**config.mk**
```make
export PLATFORM = sky130hd
export DESIGN_NAME = sdi_xcvr_mm_csr_responder
export DESIGN_NICKNAME = d
export VERILOG_FILES = /design/src/rtl/sdi_xcvr_csr_pkg.sv /design/src/rtl/sdi_xcvr_rd_pipe.sv /design/src/rtl/sdi_xcvr_mm_csr_responder.sv
export SDC_FILE = /design/constraint.sdc
export NUM_CORES = 1
export LEC_CHECK = 0
export BUFFER_PORTS_ARGS = -buffer_cell sky130_fd_sc_hd__buf_2
export CORE_MARGIN = 2
export CORE_UTILIZATION = 50
export CTS_CLUSTER_SIZE = 25
export DETAILED_ROUTE_END_ITERATION = 16
export GPL_TIMING_DRIVEN = 0
export PLACE_DENSITY = 0.77
export SLEW_MARGIN = 15
export SYNTH_ARGS = -nofsm -noshare
export SYNTH_HDL_FRONTEND = slang
export SYNTH_SLANG_ARGS = --single-unit
```
**constraint.sdc**
```tcl
create_clock -name clk -period 1.8 [get_ports clk]
set_input_delay 0.27 -clock clk [delete_from_list [all_inputs] [get_ports clk]]
set_output_delay 0.27 -clock clk [all_outputs]
set_load 0.02 [all_outputs]
```
**src/rtl/sdi_xcvr_csr_pkg.sv**
```systemverilog
// Shared definitions for the SDI transceiver CSR responder: register map,
// reset-release state encoding and the byte-lane mask helper.
package sdi_xcvr_csr_pkg;

  localparam int CSR_DATA_WIDTH = 32;

  localparam int CSR_ID     = 0;
  localparam int CSR_STATUS = 1;
  localparam int CSR_STICKY = 2;
  localparam int CSR_CTRL0  = 3;

  localparam logic [CSR_DATA_WIDTH-1:0] ID_VALUE_DEFAULT = 32'h5D1C_0001;
  localparam logic [CSR_DATA_WIDTH-1:0] UNMAPPED_VALUE   = 32'h0000_0000;

  // The slave holds off the master for one edge after reset, then stays ready.
  typedef enum logic {
    BUS_HOLD  = 1'b0,
    BUS_READY = 1'b1
  } bus_state_t;

  // Expands the 4-bit byteenable into a 32-bit bit mask.
  function automatic logic [CSR_DATA_WIDTH-1:0] lane_mask(input logic [3:0] be);
    logic [CSR_DATA_WIDTH-1:0] m;
    m = '0;
    for (int b = 0; b < 4; b++) begin
      m[b*8 +: 8] = {8{be[b]}};
    end
    return m;
  endfunction

endpackage

```
**src/rtl/sdi_xcvr_rd_pipe.sv**
```systemverilog
// Fixed-latency read return pipeline. Data enters only alongside a valid,
// so the data output is zero whenever the valid output is low.
module sdi_xcvr_rd_pipe #(
  parameter int LATENCY = 2,
  parameter int WIDTH   = 32
) (
  input  logic             clk,
  input  logic             reset_n,
  input  logic             in_valid,
  input  logic [WIDTH-1:0] in_data,
  output logic             out_valid,
  output logic [WIDTH-1:0] out_data
);

  logic [LATENCY-1:0]       vld_q;
  logic [LATENCY*WIDTH-1:0] data_q;
  logic [WIDTH-1:0]         in_masked;

  assign in_masked = in_valid ? in_data : '0;

  // Shift valid and data one stage per clock; reset discards everything in flight.
  always_ff @(posedge clk or negedge reset_n) begin
    if (!reset_n) begin
      vld_q  <= '0;
      data_q <= '0;
    end else begin
      vld_q  <= (vld_q << 1) | LATENCY'(in_valid);
      data_q <= (data_q << WIDTH) | (LATENCY*WIDTH)'(in_masked);
    end
  end

  assign out_valid = vld_q[LATENCY-1];
  assign out_data  = data_q[LATENCY*WIDTH-1 -: WIDTH];

endmodule

```
**src/rtl/sdi_xcvr_mm_csr_responder.sv**
```systemverilog
// Avalon-MM pipelined CSR slave for the SDI transceiver test bridge: ID word,
// live status, W1C sticky event flags and RW control words exported flat.
module sdi_xcvr_mm_csr_responder
  import sdi_xcvr_csr_pkg::*;
#(
  parameter int          DATA_WIDTH   = 32,
  parameter int          ADDR_WIDTH   = 4,
  parameter int          NUM_REGS     = 8,
  parameter int          READ_LATENCY = 2,
  parameter logic [31:0] ID_VALUE     = ID_VALUE_DEFAULT,
  parameter int          EVT_WIDTH    = 8
) (
  input  logic                                  clk,
  input  logic                                  reset_n,
  input  logic [ADDR_WIDTH-1:0]                 s0_address,
  input  logic                                  s0_read,
  input  logic                                  s0_write,
  input  logic [DATA_WIDTH-1:0]                 s0_writedata,
  input  logic [3:0]                            s0_byteenable,
  input  logic                                  s0_burstcount,
  input  logic                                  s0_debugaccess,
  output logic                                  s0_waitrequest,
  output logic [DATA_WIDTH-1:0]                 s0_readdata,
  output logic                                  s0_readdatavalid,
  input  logic [DATA_WIDTH-1:0]                 status_in,
  input  logic [EVT_WIDTH-1:0]                  event_in,
  output logic [(NUM_REGS-3)*DATA_WIDTH-1:0]    ctrl_out
);

  localparam int NUM_CTRL = NUM_REGS - CSR_CTRL0;

  bus_state_t                   bus_state;
  logic [31:0]                  word_idx;
  logic                         wr_accept;
  logic                         rd_accept;
  logic [DATA_WIDTH-1:0]        wr_mask;
  logic [DATA_WIDTH-1:0]        rd_value;
  logic [EVT_WIDTH-1:0]         sticky_q;
  logic [EVT_WIDTH-1:0]         sticky_clr;
  logic [NUM_CTRL*DATA_WIDTH-1:0] ctrl_q;
  logic                         unused_inputs;

  // Single-beat only: burst count and debug access carry no meaning here.
  assign unused_inputs = ^{s0_burstcount, s0_debugaccess};

  assign word_idx       = 32'(s0_address);
  assign wr_mask        = lane_mask(s0_byteenable);
  assign s0_waitrequest = (bus_state == BUS_HOLD);

  // A write wins over a simultaneous read; the read is silently dropped.
  assign wr_accept = !s0_waitrequest && s0_write;
  assign rd_accept = !s0_waitrequest && s0_read && !s0_write;

  // Hold waitrequest through reset and the first edge after release, then stay ready.
  always_ff @(posedge clk or negedge reset_n) begin
    if (!reset_n) begin
      bus_state <= BUS_HOLD;
    end else begin
      case (bus_state)
        BUS_HOLD:  bus_state <= BUS_READY;
        default:   bus_state <= BUS_READY;
      endcase
    end
  end

  // Decode the addressed word from the pre-edge register state.
  always_comb begin
    rd_value = UNMAPPED_VALUE;
    if (word_idx == CSR_ID) begin
      rd_value = ID_VALUE;
    end else if (word_idx == CSR_STATUS) begin
      rd_value = status_in;
    end else if (word_idx == CSR_STICKY) begin
      rd_value[EVT_WIDTH-1:0] = sticky_q;
    end else begin
      for (int k = 0; k < NUM_CTRL; k++) begin
        if (word_idx == 32'(CSR_CTRL0 + k)) begin
          rd_value = ctrl_q[k*DATA_WIDTH +: DATA_WIDTH];
        end
      end
    end
  end

  assign sticky_clr = (wr_accept && (word_idx == CSR_STICKY))
                    ? (s0_writedata[EVT_WIDTH-1:0] & wr_mask[EVT_WIDTH-1:0])
                    : '0;

  // Sticky flags: write-one-to-clear, with a same-edge event taking priority.
  always_ff @(posedge clk or negedge reset_n) begin
    if (!reset_n) begin
      sticky_q <= '0;
    end else begin
      sticky_q <= (sticky_q & ~sticky_clr) | event_in;
    end
  end

  // Control words merge only the byte lanes that are enabled.
  always_ff @(posedge clk or negedge reset_n) begin
    if (!reset_n) begin
      ctrl_q <= '0;
    end else if (wr_accept) begin
      for (int k = 0; k < NUM_CTRL; k++) begin
        if (word_idx == 32'(CSR_CTRL0 + k)) begin
          ctrl_q[k*DATA_WIDTH +: DATA_WIDTH] <=
            (ctrl_q[k*DATA_WIDTH +: DATA_WIDTH] & ~wr_mask) | (s0_writedata & wr_mask);
        end
      end
    end
  end

  assign ctrl_out = ctrl_q;

  sdi_xcvr_rd_pipe #(
    .LATENCY (READ_LATENCY),
    .WIDTH   (DATA_WIDTH)
  ) u_rd_pipe (
    .clk       (clk),
    .reset_n   (reset_n),
    .in_valid  (rd_accept),
    .in_data   (rd_value),
    .out_valid (s0_readdatavalid),
    .out_data  (s0_readdata)
  );

endmodule

```
==> summary.log, run 1 <==
[hold_path] Min-Delay Path Class input pin to flip-flop
[placed_design] total instance count after detailed placement 1301
[critical_path] Worst Setup End Kind flip-flop
[cts] Reg clk slew, reported paths 0.06 ns
[critical_path] critical path start-end classification flip-flop to flip-flop
[critical_path] length in cells of the worst reg-to-reg path 5
[global_route] initial antenna violation count 1
[global_route] overflow left after global routing 0
[logic_synthesis] number of distinct standard cells referenced by the synthesized netlist 48
[power] switch share 28.4%
[layout] area added between synthesis and finish 28.6%
[cts] cell at the root of the clock tree clkbuf_16
[power] Total Power 13.7 mW
[layout] final instance count without filler cells 1375
[global_route] first-pass GRT wire length 45700 µm
[logic_synthesis] Synth Cell Area 0.0102 mm²
[floorplan] number of primary I/O pins 280
[layout] area of the multi-input gates 0.00387 mm²
[floorplan] height of the die 147 µm
[sta] worst setup margin 0.0350 ns
[cts] Inserted Clock Buffers 24
[routing] WL final 30500 µm
[logic_synthesis] Net Count, Synth 839
[critical_path] Setup crit start kind flip-flop
[layout] FF/Latch Area 0.00588 mm²
[critical_path] series of cell instances along the critical path buf_2, and3_1, clkbuf_1, nand2_1, mux2_2
[logic_synthesis] Seq/Total Area, Yosys 57.6%
[flow_run] max-cap violations 0
[floorplan] area of the die 0.0216 mm²
[routing] number of violations reported at the end of detailed-routing iteration 0 406
[critical_path] family of cells with the greatest summed delay on the critical path simple AND/OR/NAND/NOR gates
[power] cell-internal power 9.80 mW
[logic_synthesis] dominant combinational cell family by area after synthesis multiplexers
[logic_synthesis] area share of and/or/nand/nor cells after synthesis 5.21%
[logic_synthesis] Avg Synthesized Cell Area 13.5 µm²
[critical_path] maximum fanout along the worst path 10
[critical_path] crit path DAT 2.16 ns
[sta] final critical-path required period 1.77 ns
[logic_synthesis] complex-gate fraction of the synthesized area 12.1%
[logic_synthesis] top cells by area, synth dfrtp_1 (58%), mux2_2 (18%), buf_4 (2.9%)
[sta] Fmax 0.567 GHz
[placed_design] pre-CTS worst setup slack -0.302 ns
[logic_synthesis] share of async-settable or async-resettable flops after synthesis 100%
[floorplan] die outline width 147 µm
[logic_synthesis] Top FF cell, synth dfrtp_1
[sta] worst rel slew slack 42.9%
[logic_synthesis] adder and majority cell fraction of the synthesized area 0%
[routing] Vias per Instance 5.62
[cts] total clock sinks 235
[placed_design] cell area reported after detailed placement 0.0120 mm²
[logic_synthesis] share of cell area taken by muxes after synthesis 20.4%
[critical_path] buffer and inverter count on the worst path 2
[power] Net Sw Power 3.89 mW
[status] result of the run finished, final reports clean
[floorplan] placement row count 52
[sta] final number of max-transition violations 0
[cts] Skew-Pair Late Insertion Delay 0.52 ns
[sta] slew at the pin closest to its max-slew limit 0.855 ns
[layout] filler instances 1552
[sta] portion of the clock cycle consumed by the worst path in the final layout 98.1%
[routing] total via count in the routed design 7731
[critical_path] Critical Path Slowest Stage Cell nand2_1
[floorplan] core outline area 0.0201 mm²
[placed_design] Placer Congestion 0.831
[logic_synthesis] instance count of the mapped netlist 753
[hold_path] Worst Hold Depth 2
[critical_path] worst endpoint required time 2.19 ns
[logic_synthesis] parity-gate share of the synthesized area counting xor and xnor cells 0%
[sta] setup skew after layout 0.0112 ns
[power] Clk pwr share 37.3%
[global_route] total routing usage reported by global routing 27.9%
[logic_synthesis] synthesis warning total 0
[logic_synthesis] fraction of synthesized cell area taken by the top area cell type 57.6%
[floorplan] starting density of the core 50.7%
[sta] setup repair after global routing missed its margin true
[routing] routed wirelength normalized by instance count 22.1 µm
[logic_synthesis] library cell with the highest instance count after synthesis dfrtp_1
[placed_design] number of I/O port buffers 276
[global_route] number of global-route vias before repair 7680
[power] fraction of power consumed by combinational cells 17.7%
[routing] number of design rule violations left after detail routing 0
[routing] number of iterations in the first detailed-routing pass 4
[cts] level count of the clock H-tree 1
[layout] Layout Nets 1172
[logic_synthesis] Yosys reg bits 235
[power] Reg power frac 45.0%
[logic_synthesis] top cell type by total area after synthesis dfrtp_1
[critical_path] startpoint of the lowest-slack register-to-register path bus_state$_DFF_PN0_
[logic_synthesis] number of enable-type register cells in the synthesized netlist 0
[cts] number of buffers on the longest clock path 3
[critical_path] Largest stage delay, worst path 0.44 ns
[hold_path] worst hold path startpoint s0_writedata[12]
[global_route] maximum number of pins on one net before global-route repair 97
[power] power density over the cells 1040 mW/mm²
[logic_synthesis] top post-synthesis cells by count dfrtp_1 (235), mux2_2 (163), a21oi_1 (47)
[critical_path] worst reg2reg setup slack 0.03 ns
[layout] post-route standard cell area excluding fillers 0.0131 mm²
[routing] residual antenna-violating net count after detailed routing 0
[critical_path] Crit path depth 5
[power] Leak Pwr 6.76 nW
[placed_design] post-DP HPWL 21200 µm
[cts] CTS tree built
[sta] Final Hold Violating Endpoints 0
[layout] share of final-layout standard cells stronger than drive strength 1 52.3%
[sta] count of final setup violators 0
[power] maximum vdd drop 0.733 mV
==> per-stage QoR <==
| step | setup TNS, ns | hold WS (ns) | util (%) |
|---|---|---|---|
| after floorplan | 0 | -0.0256 | - |
| after global placement | -870.76 | 0.331 | 59.3 |
| after detailed placement | -16.60 | 0.227 | 59.6 |
| after CTS | 0 | 0.00133 | 65.0 |
| after global routing | -0.945 | 0.0150 | 65.3 |
| final | 0 | 0.0173 | 65.3 |
==> worst register-to-register path, delay by kind of cell (launching register included) <==
family / cells / cell delay, ns
buffers and inverters: 2 / 0.29
flip-flops: 1 / 0.36
multiplexers: 1 / 0.40
AND/OR/NAND/NOR: 2 / 0.59
==> worst max-delay path by stage <==
stage	to	start
2_1_floorplan	flip-flop	s0_address[3]
3_3_place_gp	u_rd_pipe.data_q[50]$_DFF_PN0_	reset_n
3_5_place_dp	u_rd_pipe.data_q[2]$_DFF_PN0_	bus_state$_DFF_PN0_
4_1_cts	flip-flop	bus_state$_DFF_PN0_
5_1_grt	flip-flop	bus_state$_DFF_PN0_
6_report	flip-flop	bus_state$_DFF_PN0_
==> cells in the final DEF, fill, tap and decap left out, types with 5 or more instances in the layout <==
cell type	count
o221ai_1	15
nand3_1	11
nand2_2	7
clkbuf_1	24
nand2_1	24
dlygate4sd3_1	25
mux2_1	22
a21o_1	8
clkbuf_16	25
buf_4	42
o21ai_0	27
o2bb2ai_1	24
clkbuf_8	5
nor2_4	8
buf_2	286
dfrtp_1	235
o221a_2	16
and3_1	5
inv_1	5
a211o_1	14
a21oi_1	47
mux2_2	163
nor2_1	9
o21a_1	9
==> cells by family after synthesis <==
group	after synthesis
flip-flops	235
multiplexers	185
AO/OA/AOI/OAI	172
AND/OR/NAND/NOR	84
buffers and inverters	76
other	1
==> metal layers <==
| metal | GRT usage, % | up-vias | part of all wire [%] |
|---|---|---|---|
| met5 | 0 | - | 0 |
| met2 | 45.8 | 286 | 49 |
| met1 | 37.7 | 3953 | 41 |
| met4 | 10.1 | 0 | 3.3 |
| met3 | 4.91 | 62 | 6.8 |
| li1 | - | 3430 | - |
==> power by group through the flow <==
| stage | logic, mW | clock network, mW | registers, mW |
|---|---|---|---|
| final | 2.43 | 5.10 | 6.15 |
| after global routing | 2.58 | 5.43 | 6.22 |
| after CTS | 2.44 | 5.18 | 6.15 |
| after detailed placement | 2.38 | 0 | 6.24 |
| after global placement | 2.33 | 0 | 6.21 |
| after floorplan | 0.780 | 0 | 6.76 |
==> layout make-up <==
cell class                      count  share of cell area [%]
Sequential cell                   235                    44.8
Multi-Input combinational cell    442                    29.5
Timing Repair Buffer              307                    13.3
Clock buffer                       39                    5.55
Buffer                             71                    3.45
Tap cell                          270                    2.57
Clock inverter                      5                   0.591
Inverter                            5                   0.143
Antenna cell                        1                  0.0191
==> what timing repair did <==
action / in CTS / in global routing
hold endpoints to repair: 81 / 0
gates resized for setup: 3 / 3
endpoints found under the setup margin: 26 / 45
hold buffers: 25 / 0
pin swaps: 1 / 2
buffers inserted: 2 / 2
(Power assumes the default switching activity.)
==> run 2, diff against run 1 <==
CORE_UTILIZATION = 53   (was 50)
PLACE_DENSITY = 0.79   (was 0.77)
==> summary.log, run 2 (synthesized netlist as in run 1, its figures left out) <==
[status] result of the run finished, final reports clean
[critical_path] critical path start-end classification flip-flop to flip-flop
[critical_path] series of cell instances along the critical path buf_2, nand3_1, nor2_4, mux2_2
[routing] number of design rule violations left after detail routing 0
[routing] residual antenna-violating net count after detailed routing 0
[critical_path] crit path DAT 2.15 ns
[layout] Layout Nets 1169
[floorplan] height of the die 143 µm
[layout] post-route standard cell area excluding fillers 0.0130 mm²
[critical_path] maximum fanout along the worst path 10
[sta] worst setup margin 0.0550 ns
[layout] area added between synthesis and finish 27.8%
[power] Total Power 13.6 mW
[layout] share of final-layout standard cells stronger than drive strength 1 52.7%
[layout] most frequent standard cell in the layout excluding fill and tap cells buf_2
[global_route] maximum number of pins on one net before global-route repair 109
[floorplan] core outline area 0.0188 mm²
[global_route] first-pass GRT wire length 45300 µm
[power] power density over the cells 1040 mW/mm²
[routing] number of violations reported at the end of detailed-routing iteration 0 357
[sta] Fin Hold WS 0.0101 ns
[sta] setup skew after layout 0.0136 ns
[placed_design] cell area reported after detailed placement 0.0119 mm²
[floorplan] area of the die 0.0204 mm²
[cts] Inserted Clock Buffers 24
[layout] most used cells in the layout excluding fill and tap cells buf_2 (286), dfrtp_1 (235), mux2_2 (163), a21oi_1 (47), buf_4 (42)
[floorplan] number of primary I/O pins 280
[sta] count of final setup violators 0
[sta] worst rel slew slack 43.7%
[routing] Vias per Instance 5.78
[global_route] number of global-route vias before repair 7773
[placed_design] pre-CTS worst setup slack -0.328 ns
[placed_design] number of I/O port buffers 276
[sta] final critical-path required period 1.75 ns
[hold_path] Min-Delay Path Class input pin to flip-flop
[cts] Skew-Pair Late Insertion Delay 0.52 ns
[routing] routed wirelength normalized by instance count 22.7 µm
[power] maximum vdd drop 0.765 mV
[power] Leak Pwr 6.75 nW
[floorplan] placement row count 50
[global_route] initial antenna violation count 1
[layout] filler instances 1413
[placed_design] post-DP HPWL 21000 µm
[critical_path] Setup crit start kind flip-flop
[critical_path] Largest stage delay, worst path 0.41 ns
[routing] number of iterations in the first detailed-routing pass 5
[sta] portion of the clock cycle consumed by the worst path in the final layout 96.9%
[cts] Reg clk slew, reported paths 0.06 ns
[sta] final number of max-transition violations 0
[routing] total via count in the routed design 7717
[cts] number of buffers on the longest clock path 3
[critical_path] worst endpoint required time 2.20 ns
[sta] Final Hold Violating Endpoints 0
[global_route] total routing usage reported by global routing 29.5%
[placed_design] Placer Congestion 0.839
[cts] cell at the root of the clock tree clkbuf_16
[global_route] overflow left after global routing 0
[critical_path] Critical Path Slowest Stage Cell nor2_4
[critical_path] Worst Setup End Kind flip-flop
[floorplan] die outline width 143 µm
[routing] WL final 30300 µm
[sta] Fmax 0.573 GHz
[cts] CTS tree built
[cts] total clock sinks 235
[floorplan] starting density of the core 54.4%
[sta] slew at the pin closest to its max-slew limit 0.842 ns
[cts] level count of the clock H-tree 1
[flow_run] max-cap violations 0
run 2: final cells by class:
cell class | instances | area, µm² | area share, %
antenna | 1 | 2.50 | 0.0192
buffer | 71 | 453 | 3.47
clock buffer | 41 | 796 | 6.10
clock inverter | 3 | 17.5 | 0.134
inverter | 5 | 18.8 | 0.144
multi-input combinational | 442 | 3870 | 29.7
sequential | 235 | 5880 | 45.1
tap | 234 | 293 | 2.25
timing repair buffer | 304 | 1700 | 13.1
run 2: worst paths after layout:
kind	start	end	slack, ns	depth (start not counted)
hold reg to reg	u_rd_pipe.data_q[4]$_DFF_PN0_	u_rd_pipe.data_q[36]$_DFF_PN0_	0.34	0
hold / removal	status_in[17]	u_rd_pipe.data_q[17]$_DFF_PN0_	0.01	2
setup reg to reg	bus_state$_DFF_PN0_	flip-flop	0.05	4
max in group asynchronous	reset_n	u_rd_pipe.vld_q[0]$_DFF_PN0_	0.34	4
setup / recovery	bus_state$_DFF_PN0_	flip-flop	0.05	4
min in group asynchronous	reset_n	asynchronous set/reset pin	0.22	2
run 2: critical path, delay by kind of cell, from the launching register on:
kind / cells / cell delay [ns]
buf+inv: 1 / 0.19
flops: 1 / 0.32
mux: 1 / 0.38
simple gates: 2 / 0.74
run 2: repair_timing:
item | in CTS | in global routing
pin swaps | 1 | 0
buffers inserted | 2 | 0
endpoints found under the hold margin | 58 | 0
gates cloned | 0 | 0
hold buffers | 24 | 0
resized for setup | 3 | 4
setup endpoints to repair | 25 | 13
run 2: metal layers:
| layer | up-vias | track usage (%) | share of wire [%] |
|---|---|---|---|
| li1 | 3419 | - | - |
| met1 | 3943 | 40.2 | 42 |
| met2 | 304 | 49.3 | 49 |
| met3 | 51 | 4.73 | 6.4 |
| met4 | 0 | 8.70 | 2.1 |
| met5 | - | 0 | 0 |
run 2: per-stage QoR:
step                      TNS (ns)  instances  util (%)
after floorplan                  0        753         -
after global placement     -852.17       1263      63.3
after detailed placement    -17.67       1265      63.6
after CTS                        0       1335      69.4
after global routing       -0.0301       1336      69.5
final                            0       1336      69.5
run 2: report_power, final:
group          total [mW]  switching, mW  internal, mW
clock network        5.01           2.02          2.99
logic                2.42           1.45         0.969
registers            6.16          0.381          5.78
==> run 3, diff against run 2 <==
CORE_MARGIN = 5   (was 2)
CORE_UTILIZATION = 57   (was 53)
PLACE_DENSITY = 0.84   (was 0.79)
clock period = 2.2 ns   (was 1.8 ns; I/O delays follow)
==> summary.log, run 3 (synthesized netlist as in run 1, its figures left out) <==
[layout] most frequent standard cell in the layout excluding fill and tap cells buf_2
[global_route] first-pass GRT wire length 46600 µm
[cts] number of buffers on the longest clock path 3
[global_route] maximum number of pins on one net before global-route repair 109
[routing] total via count in the routed design 7849
[critical_path] Worst setup startpoint bus_state$_DFF_PN0_
[placed_design] number of I/O port buffers 276
[layout] most used cells in the layout excluding fill and tap cells buf_2 (286), dfrtp_1 (235), mux2_2 (163), a21oi_1 (47), buf_4 (40)
[routing] routed wirelength normalized by instance count 23.5 µm
[critical_path] critical path start-end classification flip-flop to flip-flop
[critical_path] maximum fanout along the worst path 10
[cts] CTS tree built
[sta] portion of the clock cycle consumed by the worst path in the final layout 92.4%
[power] Leak Pwr 6.68 nW
[sta] final number of max-transition violations 0
[cts] cell at the root of the clock tree clkbuf_16
[floorplan] height of the die 144 µm
[routing] WL final 30900 µm
[floorplan] die outline width 144 µm
[floorplan] number of primary I/O pins 280
[cts] level count of the clock H-tree 1
[sta] slew at the pin closest to its max-slew limit 0.853 ns
[routing] residual antenna-violating net count after detailed routing 0
[layout] Layout Nets 1151
[global_route] number of global-route vias before repair 8151
[hold_path] worst hold path startpoint event_in[5]
[placed_design] post-DP HPWL 21600 µm
[floorplan] starting density of the core 57.4%
[layout] share of final-layout standard cells stronger than drive strength 1 53.0%
[sta] setup repair after global routing missed its margin false
[routing] Vias per Instance 5.97
[critical_path] worst endpoint required time 2.61 ns
[status] result of the run finished, final reports clean
[sta] final critical-path required period 2.03 ns
[placed_design] cell area reported after detailed placement 0.0119 mm²
[sta] Final Hold Violating Endpoints 0
[routing] number of iterations in the first detailed-routing pass 4
[critical_path] crit path DAT 2.45 ns
[sta] setup skew after layout 0.0141 ns
[placed_design] Placer Congestion 0.823
[floorplan] placement row count 49
[global_route] initial antenna violation count 0
[cts] Inserted Clock Buffers 25
[cts] Skew-Pair Late Insertion Delay 0.52 ns
[global_route] total routing usage reported by global routing 29.5%
[sta] worst rel slew slack 43.0%
[critical_path] Worst Setup End Kind flip-flop
[critical_path] startpoint of the lowest-slack register-to-register path bus_state$_DFF_PN0_
[critical_path] Setup crit start kind flip-flop
[layout] final core utilization 72.3%
[routing] number of violations reported at the end of detailed-routing iteration 0 445
[layout] area added between synthesis and finish 26.0%
[routing] number of design rule violations left after detail routing 0
[sta] Fin Hold WS 0.0161 ns
[floorplan] area of the die 0.0207 mm²
[flow_run] max-cap violations 0
[power] maximum vdd drop 0.613 mV
[cts] total clock sinks 235
[power] power density over the cells 881 mW/mm²
[hold_path] Min-Delay Path Class input pin to flip-flop
[layout] post-route standard cell area excluding fillers 0.0129 mm²
[cts] count of buffers added by post-CTS timing repair for setup 0
[sta] count of final setup violators 0
[sta] Fmax 0.492 GHz
[floorplan] core outline area 0.0178 mm²
[cts] Reg clk slew, reported paths 0.06 ns
[global_route] overflow left after global routing 0
run 3: changes by cell type in the layout (fill, tap and decap cells not counted), sizes merged:
cell | before | now
dlygate4sd3 | 24 | 7
clkbuf | 56 | 52
bufinv | 0 | 3
buf | 336 | 334
diode | 1 | 3
clkinv | 2 | 3
clkinvlp | 1 | 0
inv | 5 | 6
run 3: where the power goes:
| part | internal, mW | switching [mW] | total [mW] |
|---|---|---|---|
| registers | 4.73 | 0.320 | 5.05 |
| clock network | 2.64 | 1.68 | 4.31 |
| logic | 0.772 | 1.19 | 1.97 |
run 3: path summary, 6_finish.rpt:
kind                                                  endpoint  slack [ns]  cells after the start
worst max-delay path             u_rd_pipe.data_q[4]$_DFF_PN0_        0.17                      5
worst min-delay path                     sticky_q[5]$_DFF_PN0_        0.02                      2
worst max register to register   u_rd_pipe.data_q[4]$_DFF_PN0_        0.17                      5
worst min register to register  u_rd_pipe.data_q[37]$_DFF_PN0_        0.34                      0
max in group asynchronous           asynchronous set/reset pin        1.10                      3
min in group asynchronous           asynchronous set/reset pin        0.26                      2
run 3: through the flow:
step	power, mW	cells	setup TNS (ns)	worst slack (ns)
after CTS	11.4	1311	0	0.170
final	11.3	1314	0	0.166
after global routing	11.7	1311	0	0.0270
after global placement	6.99	1258	-746.91	-3.20
after detailed placement	7.07	1260	0	0.0440
after floorplan	6.17	753	0	0.546
run 3: critical path, cell delays in order (launching register included):
cell and delay (ns):
dfrtp_1 0.32, buf_2 0.19, nand3b_1 0.36, nor2_2 0.56
o221ai_1 0.27, a21oi_1 0.23
run 3: repair_timing:
action,4_1_cts,5_1_grt
hold buffers,7,0
endpoints found under the hold margin,39,0
endpoints found under the setup margin,2,0
gates resized for setup,1,0
run 3: area by class of cell:
| class | count | area, µm² |
|---|---|---|
| Clock inverter | 7 | 114 |
| Clock buffer | 37 | 731 |
| Inverter | 5 | 18.8 |
| Multi-Input combinational cell | 442 | 3850 |
| Buffer | 71 | 453 |
| Tap cell | 229 | 287 |
| Timing Repair Buffer | 285 | 1520 |
| Antenna cell | 3 | 7.51 |
| Sequential cell | 235 | 5880 |
| Fill cell | 1247 | 4920 |
run 3: per-layer routing:
metal	part of all wire (%)	track usage, %	up-vias
li1	-	-	3381
met1	39	38.9	4011
met2	50	49.5	381
met3	7.8	5.09	76
met4	3.2	10.8	0
met5	0	0	-
